--- config.mk ---
export PLATFORM = sky130hd
export DESIGN_NAME = blob_centroid_extractor
export DESIGN_NICKNAME = d
export VERILOG_FILES = /design/src/rtl/blob_centroid_extractor.sv
export SDC_FILE = /design/constraint.sdc
export NUM_CORES = 1
export LEC_CHECK = 0
export CAP_MARGIN = 20
export CORE_ASPECT_RATIO = 0.6
export CORE_MARGIN = 5
export CORE_UTILIZATION = 27
export CTS_CLUSTER_SIZE = 24
export DETAILED_ROUTE_END_ITERATION = 6
export SLEW_MARGIN = 20
export SYNTH_ARGS = -nofsm -noshare
export SYNTH_HDL_FRONTEND = slang
export SYNTH_SLANG_ARGS = --single-unit
--- constraint.sdc ---
create_clock -name clk -period 2.9 [get_ports clk]
set_input_delay 0.58 -clock clk [delete_from_list [all_inputs] [get_ports clk]]
set_output_delay 0.58 -clock clk [all_outputs]
set_load 0.05 [all_outputs]
--- src/rtl/blob_centroid_extractor.sv ---
// blob_centroid_extractor
// Once a frame has been labelled, this block walks the per-label feature table
// (weight, sum_x, sum_y). For each label that is large enough it divides both
// weighted sums by the weight and streams out one centroid record per label.
// Labels are visited in ascending order. Label 0 is background and is never read.
module blob_centroid_extractor #(
    parameter int WORD_SIZE   = 8,
    parameter int ACC_WIDTH   = 48,
    parameter int COORD_WIDTH = 32,
    parameter int MIN_AREA    = 1
) (
    input  logic                   clk,
    input  logic                   reset_n,
    input  logic                   start,
    input  logic [WORD_SIZE-1:0]   num_labels,
    output logic [WORD_SIZE-1:0]   rd_addr,
    input  logic [3*ACC_WIDTH-1:0] rd_data,
    output logic                   busy,
    output logic                   done,
    output logic                   out_valid,
    input  logic                   out_ready,
    output logic [WORD_SIZE-1:0]   out_id,
    output logic [COORD_WIDTH-1:0] out_x,
    output logic [COORD_WIDTH-1:0] out_y,
    output logic [ACC_WIDTH-1:0]   out_area
);

    localparam int EXT_WIDTH = ACC_WIDTH + COORD_WIDTH;
    localparam int CNT_WIDTH = $clog2(COORD_WIDTH + 1);
    localparam logic [CNT_WIDTH-1:0] LAST_STEP  = CNT_WIDTH'(COORD_WIDTH - 1);
    localparam logic [ACC_WIDTH-1:0] MIN_WEIGHT = ACC_WIDTH'(MIN_AREA);

    typedef enum logic [2:0] {
        IDLE,
        ISSUE,
        WAIT,
        CHECK,
        DIV,
        EMIT,
        FINISH
    } state_t;

    state_t state, next_state;

    logic [WORD_SIZE-1:0]   label_cnt;
    logic [WORD_SIZE-1:0]   last_label;
    logic                   advance;
    logic                   is_last_label;

    logic [ACC_WIDTH-1:0]   rd_weight;
    logic [ACC_WIDTH-1:0]   rd_sum_x;
    logic [ACC_WIDTH-1:0]   rd_sum_y;
    logic                   below_min;

    logic [EXT_WIDTH-1:0]   ext_x;
    logic [EXT_WIDTH-1:0]   ext_y;
    logic [EXT_WIDTH-1:0]   ext_w;
    logic                   ovf_x;
    logic                   ovf_y;

    logic [ACC_WIDTH-1:0]   weight_r;
    logic [ACC_WIDTH:0]     rem_x;
    logic [ACC_WIDTH:0]     rem_y;
    logic [COORD_WIDTH-1:0] shf_x;
    logic [COORD_WIDTH-1:0] shf_y;
    logic                   sat_x;
    logic                   sat_y;
    logic [CNT_WIDTH-1:0]   div_cnt;
    logic                   last_div;

    logic [ACC_WIDTH+1:0]   divisor_ext;
    logic [ACC_WIDTH+1:0]   trial_x;
    logic [ACC_WIDTH+1:0]   trial_y;
    logic                   fit_x;
    logic                   fit_y;
    logic [ACC_WIDTH:0]     next_rem_x;
    logic [ACC_WIDTH:0]     next_rem_y;
    logic [COORD_WIDTH-1:0] next_q_x;
    logic [COORD_WIDTH-1:0] next_q_y;

    // Split the feature record into its three fields.
    assign rd_weight = rd_data[ACC_WIDTH-1:0];
    assign rd_sum_x  = rd_data[2*ACC_WIDTH-1:ACC_WIDTH];
    assign rd_sum_y  = rd_data[3*ACC_WIDTH-1:2*ACC_WIDTH];
    assign below_min = (rd_weight < MIN_WEIGHT);

    // The quotient needs more than COORD_WIDTH bits exactly when sum >= weight << COORD_WIDTH.
    // In that case it saturates, so the divider only has to produce the low COORD_WIDTH bits.
    assign ext_x = {{COORD_WIDTH{1'b0}}, rd_sum_x};
    assign ext_y = {{COORD_WIDTH{1'b0}}, rd_sum_y};
    assign ext_w = {rd_weight, {COORD_WIDTH{1'b0}}};
    assign ovf_x = (ext_x >= ext_w);
    assign ovf_y = (ext_y >= ext_w);

    // One restoring step: shift the next dividend bit into the partial remainder.
    // Subtract the divisor whenever the result does not go negative.
    assign divisor_ext = {2'b00, weight_r};
    assign trial_x     = {rem_x, shf_x[COORD_WIDTH-1]};
    assign trial_y     = {rem_y, shf_y[COORD_WIDTH-1]};
    assign fit_x       = (trial_x >= divisor_ext);
    assign fit_y       = (trial_y >= divisor_ext);
    assign next_rem_x  = fit_x ? (ACC_WIDTH+1)'(trial_x - divisor_ext) : (ACC_WIDTH+1)'(trial_x);
    assign next_rem_y  = fit_y ? (ACC_WIDTH+1)'(trial_y - divisor_ext) : (ACC_WIDTH+1)'(trial_y);
    assign next_q_x    = {shf_x[COORD_WIDTH-2:0], fit_x};
    assign next_q_y    = {shf_y[COORD_WIDTH-2:0], fit_y};
    assign last_div    = (div_cnt == LAST_STEP);

    assign is_last_label = (label_cnt == last_label);
    assign rd_addr       = label_cnt;

    // State register. A low reset_n abandons any scan that is in progress.
    always_ff @(posedge clk) begin
        if (!reset_n) begin
            state <= IDLE;
        end else begin
            state <= next_state;
        end
    end

    // Next-state decode, together with the status and handshake outputs for the current state.
    always_comb begin
        next_state = state;
        advance    = 1'b0;
        busy       = (state != IDLE);
        done       = 1'b0;
        out_valid  = 1'b0;
        case (state)
            IDLE: begin
                if (start) begin
                    next_state = (num_labels > WORD_SIZE'(1)) ? ISSUE : FINISH;
                end
            end
            ISSUE: begin
                next_state = WAIT;
            end
            WAIT: begin
                next_state = CHECK;
            end
            CHECK: begin
                if (!below_min) begin
                    next_state = DIV;
                end else if (is_last_label) begin
                    next_state = FINISH;
                end else begin
                    next_state = ISSUE;
                    advance    = 1'b1;
                end
            end
            DIV: begin
                if (last_div) begin
                    next_state = EMIT;
                end
            end
            EMIT: begin
                out_valid = 1'b1;
                if (out_ready) begin
                    if (is_last_label) begin
                        next_state = FINISH;
                    end else begin
                        next_state = ISSUE;
                        advance    = 1'b1;
                    end
                end
            end
            FINISH: begin
                done       = 1'b1;
                next_state = IDLE;
            end
            default: begin
                next_state = IDLE;
            end
        endcase
    end

    // The label counter doubles as the read address. last_label marks where the scan ends.
    always_ff @(posedge clk) begin
        if (!reset_n) begin
            label_cnt  <= '0;
            last_label <= '0;
        end else if (state == IDLE && next_state == ISSUE) begin
            label_cnt  <= WORD_SIZE'(1);
            last_label <= num_labels - WORD_SIZE'(1);
        end else if (advance) begin
            label_cnt  <= label_cnt + WORD_SIZE'(1);
        end
    end

    // Two restoring dividers share one divisor and produce one quotient bit per DIV cycle.
    always_ff @(posedge clk) begin
        if (!reset_n) begin
            weight_r <= '0;
            rem_x    <= '0;
            rem_y    <= '0;
            shf_x    <= '0;
            shf_y    <= '0;
            sat_x    <= 1'b0;
            sat_y    <= 1'b0;
            div_cnt  <= '0;
        end else if (state == CHECK && !below_min) begin
            weight_r <= rd_weight;
            rem_x    <= (ACC_WIDTH+1)'(ext_x >> COORD_WIDTH);
            rem_y    <= (ACC_WIDTH+1)'(ext_y >> COORD_WIDTH);
            shf_x    <= COORD_WIDTH'(ext_x);
            shf_y    <= COORD_WIDTH'(ext_y);
            sat_x    <= ovf_x;
            sat_y    <= ovf_y;
            div_cnt  <= '0;
        end else if (state == DIV) begin
            rem_x    <= next_rem_x;
            rem_y    <= next_rem_y;
            shf_x    <= next_q_x;
            shf_y    <= next_q_y;
            div_cnt  <= div_cnt + CNT_WIDTH'(1);
        end
    end

    // Capture the finished record so that it stays stable for the whole EMIT handshake.
    always_ff @(posedge clk) begin
        if (!reset_n) begin
            out_id   <= '0;
            out_x    <= '0;
            out_y    <= '0;
            out_area <= '0;
        end else if (state == DIV && last_div) begin
            out_id   <= label_cnt;
            out_area <= weight_r;
            out_x    <= sat_x ? '1 : next_q_x;
            out_y    <= sat_y ? '1 : next_q_y;
        end
    end

endmodule
* Word level (Yosys, flattened, before mapping)
Index checks and enable logic that the tools add are counted.
** Word-level totals
- Output and inout bits :: 131
- Register bits :: 357
- Logic and storage cells :: 76
- Bits of input ports :: 156
** Operators by class
- Bitwise operators :: 1
- Muxes and demuxes :: 27
- Reductions and logical operators :: 10
- Add/subtract/negate cells :: 5
- Magnitude comparators :: 6
- Equal/unequal tests :: 9
** Operators with widths (number)
- two-way mux 32 bit :: 6
- greater-or-equal comparator 48 x 80 -> 1 bit :: 2
- greater-or-equal comparator 50 x 48 -> 1 bit :: 2
- two-way mux 49 bit :: 2
- subtractor 49 x 48 -> 49 bit :: 2
- two-way mux 16 bit :: 4
- < comparator 48 x 1 -> 1 bit (second input constant) :: 1
- two-way mux 3 bit :: 6
- case mux 3 bit (6 select lines) :: 1
- == test 3 bit (second input constant) :: 3
- adder 8 x 1 -> 8 bit (second input constant) :: 1
- == test 8 bit :: 1
- > comparator 8 x 1 -> 1 bit (second input constant) :: 1
- subtractor 8 x 1 -> 8 bit (second input constant) :: 1
- two-way mux 1 bit :: 7
- adder 6 x 1 -> 6 bit (second input constant) :: 1
- == test 3 x 1 -> 1 bit (second input constant) :: 2
- == test 3 x 2 -> 1 bit (second input constant) :: 2
- == test 6 x 5 -> 1 bit (second input constant) :: 1
- nonzero test 2 bit :: 2
- OR reduction 2 bit :: 2
- logical AND 1 bit :: 3
- zero test 3 bit :: 1
- nonzero test 3 bit :: 1
- other kinds (3) :: 3

* Depth between registers and ports, before layout
- Word-level depth :: 7
- Mapped depth :: 14
- Mapped depth without buffers :: 12

* Worst setup path before layout
OpenSTA, ideal clock, no wires.
- Path type :: register to register
- Start :: register shf_x[31]
- End :: register rem_x[44]
- Path buffers :: 2
- Arrival :: 2739 ps
- Library setup time :: 122 ps
- Stages on the path, launching flop included :: 14
- Data required time :: 2778 ps
- Path slack :: 40 ps
- Cell sequence :: dfxtp_1 > inv_1 > ha_1 > fa_1 > nor2b_1 > o211ai_1 > a31o_2 > a21o_1 > o211ai_1 > a211oi_2 > buf_2 > buf_4 > a211oi_1 > nor3_1
** On the way
- Word-level cells in the longest chain between the ends :: 2
** Ends and longest elaborated chain
- start, declared :: RTL line 64 : logic [COORD_WIDTH-1:0] shf_x;
- start signal, assigned :: RTL line 203 : shf_x <= COORD_WIDTH'(ext_x);
- start signal, assigned :: RTL line 211 : shf_x <= next_q_x;
- subtractor 49 x 48 -> 49 bit or greater-or-equal comparator 50 x 48 -> 1 bit (tied branches) :: RTL line 102, 100
- two-way mux 49 bit (*) :: RTL line 102 : assign next_rem_x = fit_x ? (ACC_WIDTH+1)'(trial_x - divisor_ext) : (ACC_WIDTH+1)'(trial_x);
- end signal, assigned :: RTL line 201 : rem_x <= (ACC_WIDTH+1)'(ext_x >> COORD_WIDTH);
- end signal, assigned :: RTL line 209 : rem_x <= next_rem_x;
- end, declared :: RTL line 62 : logic [ACC_WIDTH:0] rem_x;
Mark *: on every way between the ends. The rest lies on a longest branch, timed or not.
A chain may end at the register's enable or synchronous reset.

* Worst setup path after layout
- Start :: register weight_r[17]
- End :: register rem_y[23]
** On the way
- Word-level cells in the longest chain between the ends :: 2
** Ends and longest elaborated chain
- start, declared :: RTL line 61 : logic [ACC_WIDTH-1:0] weight_r;
- start signal, assigned :: RTL line 200 : weight_r <= rd_weight;
- subtractor 49 x 48 -> 49 bit or greater-or-equal comparator 50 x 48 -> 1 bit (tied branches) :: RTL line 103, 101
- two-way mux 49 bit (*) :: RTL line 103 : assign next_rem_y = fit_y ? (ACC_WIDTH+1)'(trial_y - divisor_ext) : (ACC_WIDTH+1)'(trial_y);
- end signal, assigned :: RTL line 202 : rem_y <= (ACC_WIDTH+1)'(ext_y >> COORD_WIDTH);
- end signal, assigned :: RTL line 210 : rem_y <= next_rem_y;
- end, declared :: RTL line 63 : logic [ACC_WIDTH:0] rem_y;
Marked as above.

==> key figures <==
Cells and area
  – Area of the multi-input gates: around 15000 sq um
  – Storage cell area: just over 7000 sq um
  – NumNets Final: around 3900
  – Fraction of layout cells with a size suffix above 1: approximately 29%
  – Area Overhead vs Synth: 57.2%
  – Finished layout cell area: ~34000 sq um
  – Non-Filler Instances: 4671
  – Fill cells: roughly 8000
  – Post-layout util: approximately 43%

Power and ir drop
  – Switching part of the total: ~42%
  – Worst vdd ir: roughly 0.86 mV
  – Pwr Density: approximately 1000 nW/um^2
  – Switch Pwr: approximately 14 mW
  – Comb pwr share: between 60% and 70%
  – Clock Power Share: about 15%
  – Internal Power: 19.8 mW
  – Pleak: roughly 14 nW
  – Part of the power in registers: between 10% and 20%

Critical path
  – Critical path launch point type: flop
  – Critical path cell sequence: inv_4, buf_6, ha_4, nand4_1, nor4_4, o211ai_1, o211a_1, a21o_1, o211a_4, buf_12, buf_16, a21oi_4, o21ai_2, o211a_1
  – Worst r2r path cells: 14
  – FF-to-FF Start: weight_r[17]
  – Worst Setup SP: weight_r[17]
  – CP arrival: 3.60 ns
  – Worst Path Required: between 3 and 4 ns
  – Slowest CP cell: dfxtp_2
  – CP Capture Type: flop
  – Max incr delay on CP: 0.36 ns
  – Most Frequent Cell on Critical Path: o211a_1
  – Crit Path Category: flop to flop
  – Critical Path Fanout Max: 7

STA
  – Slack of the critical path: -0.236 ns
  – Final Max Tran Viols: 0
  – Final setup TNS: -10.42 ns
  – Worst slew margin: between 30% and 40%
  – Final setup violation count: 92
  – Slew @ Worst Pin: roughly 1 ns
  – Final Critical Period: between 3 and 4 ns
  – Clk_skew: 0.0206 ns
  – Final Hold Fails: 0
  – Fin crit share: 108%
  – RSZ-0062 raised after global routing: yes
  – Fmax: ~0.32 GHz

Placed design
  – Dpl cells: around 4500
  – Area of placed instances: ~30000 sq um
  – Placer congestion estimate: 0.927
  – DP Worst Slack: -1.29 ns
  – Port Buffers: ~290
  – Hpwl dp: ~68 mm

Floorplanning
  – CORE AREA: between 70000 and 80000 sq um
  – Starting Density: 27.2%
  – DIE WIDTH: 376 microns
  – Row Count: 80
  – I/O pin count: 287
  – Die height: 230 microns
  – Die ar.: roughly 86000 sq um

Yosys
  – EDFF count, synth: 0
  – Post-Syn Area: about 22000 sq um
  – Synth warn: 0
  – Post-Syn Nets: approximately 3100
  – Syn_area_per_cell: slightly below 8 sq um
  – Top_reg_cell synth: dfxtp_1
  – Post-Synthesis Cells: about 2800
  – Async S/R FF share, synth: 0%
  – Yosys reg bits: ~360
  – Sequential share of the synthesized area: between 30% and 40%
  – Unique masters post-synth: 81

Status
  – Violated checks: negative setup slack
  – Status: finished with violations

Route
  – Routed Antenna Nets: 0
  – DRC: 0
  – Via count: ~24000
  – 1st-iter DRT viols: 2134
  – Wirelength, routed: roughly 94 mm
  – DR pass1 iterations: 5
  – Vias per Instance: 5.15
  – Wirelength per Cell: roughly 20 microns

Global routing
  – First-pass GRT wire length: approximately 140 mm
  – Total GRT Usage: between 20 and 25%
  – Total gr overflow: 0
  – Vias in the first global route: between 20000 and 25000
  – Initial antenna violation count: 8
  – Largest net degree at the start of global routing: 176

CTS
  – Clock Sink Count: 357
  – Hold_buf cts: 0
  – CTS tree: yes
  – Root Buffer: clkbuf_16
  – Max H-tree Level: 2
  – Clock transition at the registers of the reported paths: about 0.07 ns
  – Clk_lat worst skew: 0.58 ns
  – CTS max path bufs: 3
  – Num CTS Buffers: 40

Worst hold path
  – Worst hold path type: primary input to flop
  – Hold_sp: reset_n
  – Hold Path Depth: 2

Job
  – Max-cap viol count: 0
## cell type report
type                       count  share of cell area [%]
antenna                        6                  0.0441
clock buffer                  53                    3.20
clock inverter                19                   0.543
inverter                     101                    1.16
multi-input combinational   2130                    44.7
sequential                   357                    21.1
tap                         1066                    3.91
timing repair buffer         939                    25.4
## sequential cells by signal, indices dropped and copies added, names as in the netlist
name        count
out_id          8
rem_x          49
sat_y           1
last_label      8
shf_x          32
rd_addr         8
sat_x           1
out_y          32
div_cnt         6
weight_r       48
out_area       48
state           3
shf_y          32
rem_y          49
out_x          32
## synthesized netlist by cell type (8+ instances only)
cell,number,area [sq um]
or2_2,9,56.3
nor4_1,35,219
a22o_1,22,193
nor2_1,195,732
buf_2,29,145
a22oi_1,64,480
o21ai_0,154,771
a21o_1,43,323
inv_1,101,379
or4_1,9,67.6
nand4_1,37,231
a21boi_0,172,1290
xor2_1,52,455
a41oi_1,11,96.3
nand3_1,36,180
clkbuf_1,144,541
nand2_1,411,1540
a31oi_1,16,100
and2_1,15,93.8
a211oi_1,24,180
nor2b_1,13,81.3
dfxtp_1,357,7150
xnor2_1,49,429
ha_1,132,1650
nor3_1,101,505
or3_1,14,87.6
nand2b_1,14,87.6
o211ai_1,30,225
and3_1,22,138
o211a_1,26,260
nor3b_1,65,488
buf_1,16,60.1
mux2i_1,21,210
o21a_1,9,67.6
a21oi_1,200,1000
o21ai_1,8,40.0
o21bai_1,26,195
## what timing repair did
action | CTS | global route
setup buffers | 52 | 20
endpoints found under the setup margin | 213 | 181
hold endpoints to repair | 0 | 0
resized for setup | 345 | 219
pin swaps | 107 | 140
gates cloned | 15 | 5
## per-layer routing
layer	GRT usage, %	share of wire [%]
met5	2.22	0.014
met3	6.59	11
met2	26.7	38
met1	31.8	50
met4	3.87	1.6
## cells by family (layout without fill, tap and decap cells)
kind of cell	Yosys count	count (layout)	synth area share (%)
AND/OR/NAND/NOR	999	999	21.7
AO/OA/AOI/OAI	874	874	27.1
flip-flops	357	357	33.0
buffers and inverters	294	1112	5.33
adder cells (fa/ha/maj)	134	134	7.80
XOR/XNOR	101	101	4.08
multiplexers	22	22	1.02
other	0	6	0
## cell usage in the layout, fill, tap and decap left out, drive strengths merged, types with 31 or more instances in the layout
cell type        n
buf            648
nand2          411
dfxtp          357
clkdlybuf4s50  263
a21oi          201
nor2           195
a21boi         172
o21ai          162
ha             132
inv            103
nor3           102
nor3b           65
a22oi           64
clkbuf          60
xor2            52
xnor2           49
a21o            43
nand4           37
nand3           36
nor4            35
o211ai          31
## critical path, delay by kind of cell (launching register included)
kind                     cells  cell delay (ns)
AND/OR/NAND/NOR              2             0.55
adder cells (fa/ha/maj)      1             0.27
AO/OA/AOI/OAI                7             1.32
buffers and inverters        4             0.50
flip-flops                   1             0.36
## path summary, 6_finish.rpt
check                       to  slack [ns]
hold / removal       out_id[0]        0.35
setup reg to reg     rem_y[23]       -0.24
setup / recovery     rem_y[23]       -0.24
hold reg to reg   out_area[28]        0.46
## power groups by stage
stage / clock [mW] / sequential (mW) / combinational [mW]
after floorplan: 0 / 5.33 / 8.01
after global placement: 0 / 5.37 / 13.8
after detailed placement: 0 / 5.37 / 13.9
after CTS: 5.34 / 5.28 / 20.6
after global routing: 5.54 / 5.32 / 24.8
final: 5.17 / 5.30 / 23.7
## per-stage QoR
step / total power [mW] / hold WS [ns]
2_1_floorplan: 13.3 / 0.426
3_3_place_gp: 19.2 / 0.434
3_5_place_dp: 19.2 / 0.457
4_1_cts: 31.2 / 0.321
5_1_grt: 35.6 / 0.330
6_report: 34.2 / 0.349
Power figures use the tool's default switching activity.
